**src/rtl/id_ex_pipe_if.sv**
```systemverilog
// id_ex_pipe_if: ID-side and EX-side handshake/data bundle for the ID/EX pipeline register
interface id_ex_pipe_if #(
  parameter int DATA_W     = 32,
  parameter int REG_ADDR_W = 5,
  parameter int ALUOP_W    = 8,
  parameter int ALUSEL_W   = 3,
  parameter int CNT_W      = 16
);
  logic                  i_flush;
  logic                  i_valid;
  logic                  o_id_ready;
  logic [ALUSEL_W-1:0]   i_alusel;
  logic [ALUOP_W-1:0]    i_aluop;
  logic [DATA_W-1:0]     i_reg1_data;
  logic [DATA_W-1:0]     i_reg2_data;
  logic                  i_wreg;
  logic [REG_ADDR_W-1:0] i_wreg_addr;
  logic                  o_valid;
  logic                  i_ex_ready;
  logic [ALUSEL_W-1:0]   o_alusel;
  logic [ALUOP_W-1:0]    o_aluop;
  logic [DATA_W-1:0]     o_reg1_data;
  logic [DATA_W-1:0]     o_reg2_data;
  logic                  o_wreg;
  logic [REG_ADDR_W-1:0] o_wreg_addr;
  logic [CNT_W-1:0]      o_stall_cnt;
  modport master (
    output i_flush, i_valid, i_alusel, i_aluop, i_reg1_data, i_reg2_data, i_wreg, i_wreg_addr, i_ex_ready,
    input  o_id_ready, o_valid, o_alusel, o_aluop, o_reg1_data, o_reg2_data, o_wreg, o_wreg_addr, o_stall_cnt
  );
  modport slave (
    input  i_flush, i_valid, i_alusel, i_aluop, i_reg1_data, i_reg2_data, i_wreg, i_wreg_addr, i_ex_ready,
    output o_id_ready, o_valid, o_alusel, o_aluop, o_reg1_data, o_reg2_data, o_wreg, o_wreg_addr, o_stall_cnt
  );
endinterface

```
**src/rtl/id_ex_pipe.sv**
```systemverilog
// id_ex_pipe: ID/EX pipeline register with valid/ready handshake, flush and stall counter; ID_EX_SKID_EN adds a registered-ready skid entry
module id_ex_pipe #(
  parameter int DATA_W     = 32,
  parameter int REG_ADDR_W = 5,
  parameter int ALUOP_W    = 8,
  parameter int ALUSEL_W   = 3,
  parameter int CNT_W      = 16
) (
  input logic         clk,
  input logic         rst,
  id_ex_pipe_if.slave bus
);
  localparam int W = ALUSEL_W + ALUOP_W + 2 * DATA_W + 1 + REG_ADDR_W;
  logic [W-1:0]     in_w, main_q, main_d;
  logic             main_v_q, main_v_d;
  logic [CNT_W-1:0] cnt_q, cnt_d;
  logic             accept, consume, w_st;
  assign in_w    = {bus.i_alusel, bus.i_aluop, bus.i_reg1_data, bus.i_reg2_data, bus.i_wreg, bus.i_wreg_addr};
  assign consume = main_v_q & bus.i_ex_ready;
  assign {bus.o_alusel, bus.o_aluop, bus.o_reg1_data, bus.o_reg2_data, w_st, bus.o_wreg_addr} = main_q;
  assign bus.o_valid     = main_v_q;
  assign bus.o_wreg      = w_st & main_v_q;
  assign bus.o_stall_cnt = cnt_q;
`ifdef ID_EX_SKID_EN
  logic [W-1:0] skid_q, skid_d;
  logic         skid_v_q, skid_v_d;
  assign bus.o_id_ready = ~skid_v_q;
  assign accept         = bus.i_valid & ~skid_v_q;
  // Main refills from skid before the input to keep order; skid catches a word only while main is stuck
  always_comb begin
    main_d   = main_q;
    main_v_d = main_v_q;
    skid_d   = skid_q;
    skid_v_d = skid_v_q;
    if (bus.i_flush) begin
      main_v_d = 1'b0;
      skid_v_d = 1'b0;
    end else if (!main_v_q || consume) begin
      main_v_d = skid_v_q | accept;
      main_d   = skid_v_q ? skid_q : accept ? in_w : main_q;
      skid_v_d = 1'b0;
    end else if (accept) begin
      skid_d   = in_w;
      skid_v_d = 1'b1;
    end
  end
  // Skid entry registers
  always_ff @(posedge clk or posedge rst)
    if (rst) begin
      skid_q   <= '0;
      skid_v_q <= 1'b0;
    end else begin
      skid_q   <= skid_d;
      skid_v_q <= skid_v_d;
    end
`else
  assign bus.o_id_ready = ~main_v_q | bus.i_ex_ready;
  assign accept         = bus.i_valid & bus.o_id_ready;
  // Single entry loads on accept, empties on consume or flush
  always_comb begin
    main_d   = accept ? in_w : main_q;
    main_v_d = ~bus.i_flush & (accept | (main_v_q & ~consume));
  end
`endif
  // Back-pressure counter saturates and survives flush
  always_comb cnt_d = (main_v_q & ~bus.i_ex_ready & ~&cnt_q) ? cnt_q + CNT_W'(1) : cnt_q;
  // Main entry and stall counter registers
  always_ff @(posedge clk or posedge rst)
    if (rst) begin
      main_q   <= '0;
      main_v_q <= 1'b0;
      cnt_q    <= '0;
    end else begin
      main_q   <= main_d;
      main_v_q <= main_v_d;
      cnt_q    <= cnt_d;
    end
endmodule
```
**src/flat_wrapper.sv**
```systemverilog
// flat-port wrapper written by rule: the top's interface ports become plain ports
module id_ex_pipe_flat 
#(
  parameter int DATA_W     = 32,
  parameter int REG_ADDR_W = 5,
  parameter int ALUOP_W    = 8,
  parameter int ALUSEL_W   = 3,
  parameter int CNT_W      = 16
)
  (clk, rst, bus_i_flush, bus_i_valid, bus_i_alusel, bus_i_aluop, bus_i_reg1_data, bus_i_reg2_data, bus_i_wreg, bus_i_wreg_addr, bus_i_ex_ready, bus_o_id_ready, bus_o_valid, bus_o_alusel, bus_o_aluop, bus_o_reg1_data, bus_o_reg2_data, bus_o_wreg, bus_o_wreg_addr, bus_o_stall_cnt);
  id_ex_pipe_if #(.DATA_W(DATA_W), .REG_ADDR_W(REG_ADDR_W), .ALUOP_W(ALUOP_W), .ALUSEL_W(ALUSEL_W), .CNT_W(CNT_W)) bus_i ();
  input logic clk;
  input logic rst;
  input wire logic [$bits(bus_i.i_flush)-1:0] bus_i_flush;
  input wire logic [$bits(bus_i.i_valid)-1:0] bus_i_valid;
  input wire logic [$bits(bus_i.i_alusel)-1:0] bus_i_alusel;
  input wire logic [$bits(bus_i.i_aluop)-1:0] bus_i_aluop;
  input wire logic [$bits(bus_i.i_reg1_data)-1:0] bus_i_reg1_data;
  input wire logic [$bits(bus_i.i_reg2_data)-1:0] bus_i_reg2_data;
  input wire logic [$bits(bus_i.i_wreg)-1:0] bus_i_wreg;
  input wire logic [$bits(bus_i.i_wreg_addr)-1:0] bus_i_wreg_addr;
  input wire logic [$bits(bus_i.i_ex_ready)-1:0] bus_i_ex_ready;
  output wire logic [$bits(bus_i.o_id_ready)-1:0] bus_o_id_ready;
  output wire logic [$bits(bus_i.o_valid)-1:0] bus_o_valid;
  output wire logic [$bits(bus_i.o_alusel)-1:0] bus_o_alusel;
  output wire logic [$bits(bus_i.o_aluop)-1:0] bus_o_aluop;
  output wire logic [$bits(bus_i.o_reg1_data)-1:0] bus_o_reg1_data;
  output wire logic [$bits(bus_i.o_reg2_data)-1:0] bus_o_reg2_data;
  output wire logic [$bits(bus_i.o_wreg)-1:0] bus_o_wreg;
  output wire logic [$bits(bus_i.o_wreg_addr)-1:0] bus_o_wreg_addr;
  output wire logic [$bits(bus_i.o_stall_cnt)-1:0] bus_o_stall_cnt;
  assign bus_i.i_flush = bus_i_flush;
  assign bus_i.i_valid = bus_i_valid;
  assign bus_i.i_alusel = bus_i_alusel;
  assign bus_i.i_aluop = bus_i_aluop;
  assign bus_i.i_reg1_data = bus_i_reg1_data;
  assign bus_i.i_reg2_data = bus_i_reg2_data;
  assign bus_i.i_wreg = bus_i_wreg;
  assign bus_i.i_wreg_addr = bus_i_wreg_addr;
  assign bus_i.i_ex_ready = bus_i_ex_ready;
  assign bus_o_id_ready = bus_i.o_id_ready;
  assign bus_o_valid = bus_i.o_valid;
  assign bus_o_alusel = bus_i.o_alusel;
  assign bus_o_aluop = bus_i.o_aluop;
  assign bus_o_reg1_data = bus_i.o_reg1_data;
  assign bus_o_reg2_data = bus_i.o_reg2_data;
  assign bus_o_wreg = bus_i.o_wreg;
  assign bus_o_wreg_addr = bus_i.o_wreg_addr;
  assign bus_o_stall_cnt = bus_i.o_stall_cnt;
  id_ex_pipe #(.DATA_W(DATA_W), .REG_ADDR_W(REG_ADDR_W), .ALUOP_W(ALUOP_W), .ALUSEL_W(ALUSEL_W), .CNT_W(CNT_W)) u_core (.clk(clk), .rst(rst), .bus(bus_i));
endmodule
```
**config.mk**
```make
export PLATFORM = sky130hd
export DESIGN_NAME = id_ex_pipe_flat
export DESIGN_NICKNAME = d
export VERILOG_FILES = /design/src/rtl/id_ex_pipe_if.sv /design/src/rtl/id_ex_pipe.sv /design/src/flat_wrapper.sv
export SDC_FILE = /design/constraint.sdc
export NUM_CORES = 1
export LEC_CHECK = 0
export ABC_AREA = 1
export ABC_CLOCK_PERIOD_IN_PS = 5900
export BUFFER_PORTS_ARGS = -buffer_cell sky130_fd_sc_hd__buf_2
export CAP_MARGIN = 40
export CORE_ASPECT_RATIO = 1.2
export CORE_MARGIN = 3
export CORE_UTILIZATION = 40
export DETAILED_ROUTE_END_ITERATION = 6
export PLACE_DENSITY = 0.79
export SLEW_MARGIN = 10
export SYNTH_ARGS = -nofsm -noshare
export SYNTH_HDL_FRONTEND = slang
export SYNTH_SLANG_ARGS = --single-unit
export TNS_END_PERCENT = 20
```
**constraint.sdc**
```tcl
create_clock -name clk -period 5.9 [get_ports clk]
set_input_delay 0.295 -clock clk [delete_from_list [all_inputs] [get_ports clk]]
set_output_delay 0.295 -clock clk [all_outputs]
set_load 0.005 [all_outputs]
```
Word-level counts from Yosys, hierarchy flattened
Cells that the tools add are included.

storage, ports and cells
  input bits = 86
  logic and storage cells = 19
  bits in registers = 98
  output and inout port bits = 99

operators by class
  reductions and logical operators = 2
  $add $sub $neg = 1
  bitwise gates (word level) = 13

operators with widths
  cell                                                             number
  16-bit by 1-bit adder with 16-bit output, second input constant  1
  16-bit AND reduction                                             1
  1-bit bitwise AND                                                7
  1-bit inverter                                                   4
  1-bit bitwise OR                                                 2
  1-bit zero test                                                  1

Logic depth before layout (Yosys ltp)
  depth in word-level cells = 5
  gate-level depth with buffers = 9
  mapped depth without buffers = 9

Worst setup path before layout
Ideal clock, no wire load.

  path kind = reg2reg
  from = register u_core.cnt_q[0] (netlist: u_core.bus.o_stall_cnt[0])
  to = register u_core.cnt_q[10] (netlist: u_core.bus.o_stall_cnt[10])
  setup time = 0.116 ns
  buffers on the path = 1
  data required time = 5.784 ns
  cell stages (with the launch flop) = 10
  arrival = 1.300 ns
  setup slack = 4.484 ns
  cell sequence = dfrtp_1 > ha_1 > inv_1 > nor2_4 > nand2_2 > nor2_4 > nor2_2 > buf_6 > nand2_1 > nand2_1

between the ends
  cells in the longest elaborated chain, start to end = 3
  elaborated cells on any way between the ends = 4
  classes of those cells = add/sub (1); bitwise (1); reduce/logical (2)

RTL lines
  element                                                                           line              RTL
  from (decl)                                                                       id_ex_pipe.sv:16  logic [CNT_W-1:0] cnt_q, cnt_d;
  from (signal assigned)                                                            id_ex_pipe.sv:76  cnt_q <= cnt_d;
  branches (longest 3 deep; another with 16-bit by 1-bit adder with 16-bit output)  --

Parallel ways; which one is timed is not known.
A chain may end at the register's enable or synchronous reset.

Final worst setup path
  from = register u_core.cnt_q[1] (netlist: u_core.bus.o_stall_cnt[1])
  to = register u_core.cnt_q[7] (netlist: u_core.bus.o_stall_cnt[7])

The elaborated chain is that of the path after synthesis.

==> results.md <==
* Status: completed
* Ys flop type: dfrtp_1
* Setup TNS at 0 ps
* H-tree Lvls at 3
* Vias per inst at roughly 4.6
* Initial antenna violation count at 0
* EDFF count, synth at 0
* Fillers at ~1,100
* Die W at roughly 110 um
* Gpl congestion at 0.897
* Ports at ~190
* Placed insts at between 600 and 700
* Setup violators final at 0
* Worst Tran Pin Value at 680 ps
* CTS Buf Count at 9
* Post-synthesis cell area at between 5000 and 6000 um^2
* Hold_buf cts at 0
* P per Cell Area at ~300 nW/um^2
* Maximum number of pins on one net before global-route repair at 83
* Total GRT Usage at between 10% and 20%
* Share of layout cells above drive strength 1 at 56.8%
* Die Y at 130 um
* WL final at about 10 mm
* Post-synth cell types at 25
* Row cnt at 44
* Number of global-route vias before repair at between 3,000 and 4,000
* Fin crit share at 30.1%
* Syn Nets at 502
* Hold Crit Class: input pin to asynchronous set/reset pin
* Area Overhead vs Synth at 13.7%
* Arr. time, crit path at a little over 2000 ps
* Fmax at between 500 and 600 MHz
* Clk root buf: clkbuf_16
* Hold WS at about 13 ps
* RSZ-0062 raised after global routing: no
* GRT overflow at 0
* Initial DRT Pass Iterations at 4
* Fin. max-slew vios at 0
* Worst slew margin at 54.6%
* CP Capture Type: flip-flop
* Yosys top cell area share at between 40% and 50%
* Register bit count reported by yosys at just under 100
* Number of routed nets with antenna violations at 0
* Worst Slack Setup Final at 4120 ps
* Placed Area at 5490 um^2
* Hpwl dp at around 7.6 mm
* Required time of the critical path at 6160 ps
* Post-synthesis cell count at between 400 and 500
* Fin util at between 40% and 50%
* Final Cell Area at around 5800 um^2
* Worst r2r path cells at 8
* Post-placement setup slack at slightly above 4000 ps
* Leakage at 3.07 nW
* Core area at approximately 12,000 um^2
* ANT cells at 0
* CP Class: flip-flop to flip-flop
* Starting Density at 41.5%
* Drt drc at 0
* Post-CTS setup buffer count at 0
* Synth async-reset ratio at between 90% and 100%
* TritonCTS clock tree: done
* CTS max path bufs at 2
* Port Buffers at around 180
* Hold Vio Cnt, Final at 0
* Post-synth top area cell: dfrtp_1
* CP most frequent cell: nor2_4
* Slowest CP cell: nor2_2
* Startpoint types: flip-flop
* Pwr Total at between 1.5 and 2 mW
* Crit path cell chain: ha_1 > inv_1 > nor2_4 > nand2_2 > nor2_4 > nor2_2 > nand2_1 > o21ai_2
* Post-synthesis sequential area ratio at approximately 48%
* Post-cts resize count at 0
* CP max FO at 12
* Min cycle time layout at 1780 ps
* Yosys warns at 0
* Die area at 14,200 um^2
* CTS clk-pin slew, worst paths at about 70 ps
* Max Cap Viol at 0
* Iter 0 DRT Violations at roughly 140
* Clk sink count at between 90 and 100
* Max incr delay on CP at 460 ps
* Final nets at between 600 and 700
* Worst Skew at just over 7 ps
* Syn Area/Cell at roughly 12 um^2
* Clk_lat worst skew at roughly 340 ps
* Via count at ~3,200
* Maximum VDD drop at 176 uV
* Avg WL per Cell at between 10 and 15 um
* Synth area leaders: dfrtp_1 (48%), mux2_4 (23%), buf_4 (12%)
* Global-route wire length before repair at approximately 16 mm
* Post-Layout Cell Count at 689
-- per-layer routing --
metal  track usage [%]  share of wire (%)  vias up
met2              26.1                 53      120
met3              3.36                6.7        8
met4              3.60                1.1        0
met5                 0                  0        -
li1                  -                  -     1475
met1              16.7                 40     1585
-- cell usage after synthesis, types with 3 or more instances --
library cell	number
inv_1	23
o21ai_2	3
nand2_1	65
nand2_2	4
nor2_4	3
buf_4	80
nand3_1	11
mux2_4	79
dfrtp_1	98
nor2_2	3
nand4_1	7
buf_12	7
nor2_1	16
-- critical path, delay by kind of cell (launching register included) --
family / cells / cell delay (ps)
and+or+nand+nor: 5 / 780
DFF: 1 / 450
adders and majority gates: 1 / 280
buffers and inverters: 1 / 120
AOI/OAI and AO/OA: 1 / 80
-- layout make-up --
cell class | instances | area (um^2) | share of cell area, %
well taps | 161 | 201 | 3.46
multi-input cells | 203 | 1810 | 31.0
clock inverters | 7 | 82.6 | 1.42
inverters | 25 | 98.8 | 1.70
repair buffers | 186 | 956 | 16.4
flip-flops and latches | 98 | 2450 | 42.1
clock buffers | 9 | 225 | 3.87
-- layout by cell type, fill, tap and decap left out, types with 2 or more instances in the layout --
master	n
inv_6	2
dfrtp_1	98
xor2_1	2
o21ai_0	2
nand2_1	65
mux2_4	79
o21ai_2	3
inv_1	22
nand3_1	11
clkbuf_16	9
clkinvlp_4	2
nor2_4	3
nor2_2	3
mux2_2	2
buf_2	184
inv_4	2
xnor2_1	2
nand4_1	7
nand2_2	4
nor2_1	16
-- where the power goes --
group	switching, mW	internal, mW	total (mW)	leakage [nW]
Sequential	0.0703	0.759	0.829	1.17
Combinational	0.140	0.205	0.345	1.75
Clock	0.262	0.336	0.597	0.145
Total	0.472	1.30	1.77	3.07
-- cell families after synthesis --
family / Yosys count / synth area share (%)
muxes: 81 / 23.6
and+or+nand+nor: 111 / 9.92
xor gates and xnor gates: 4 / 0.684
buffers and inverters: 114 / 16.9
DFF: 98 / 47.9
AOI/OAI and AO/OA: 6 / 0.806
adders and majority gates: 1 / 0.244
-- worst paths after layout --
path | from | end | slack (ps)
setup reg to reg | u_core.bus.o_stall_cnt[1] | u_core.bus.o_stall_cnt[7] | 4120
setup / recovery | u_core.bus.o_stall_cnt[1] | u_core.bus.o_stall_cnt[7] | 4120
min in group clk | bus_i_flush | u_core.bus.o_valid | 100
hold reg to reg | u_core.main_q[8] | u_core.main_q[8] | 510
max in group asynchronous | rst | u_core.main_q[29] | 4780
hold / removal | rst | u_core.main_q[26] | 10
-- state kept, by name (all words and copies together) (netlist names) --
signal	count
u_core.bus.o_valid	1
u_core.bus.o_stall_cnt	16
u_core.main_q	81
Note: power is estimated with default switching activity, not from simulation.
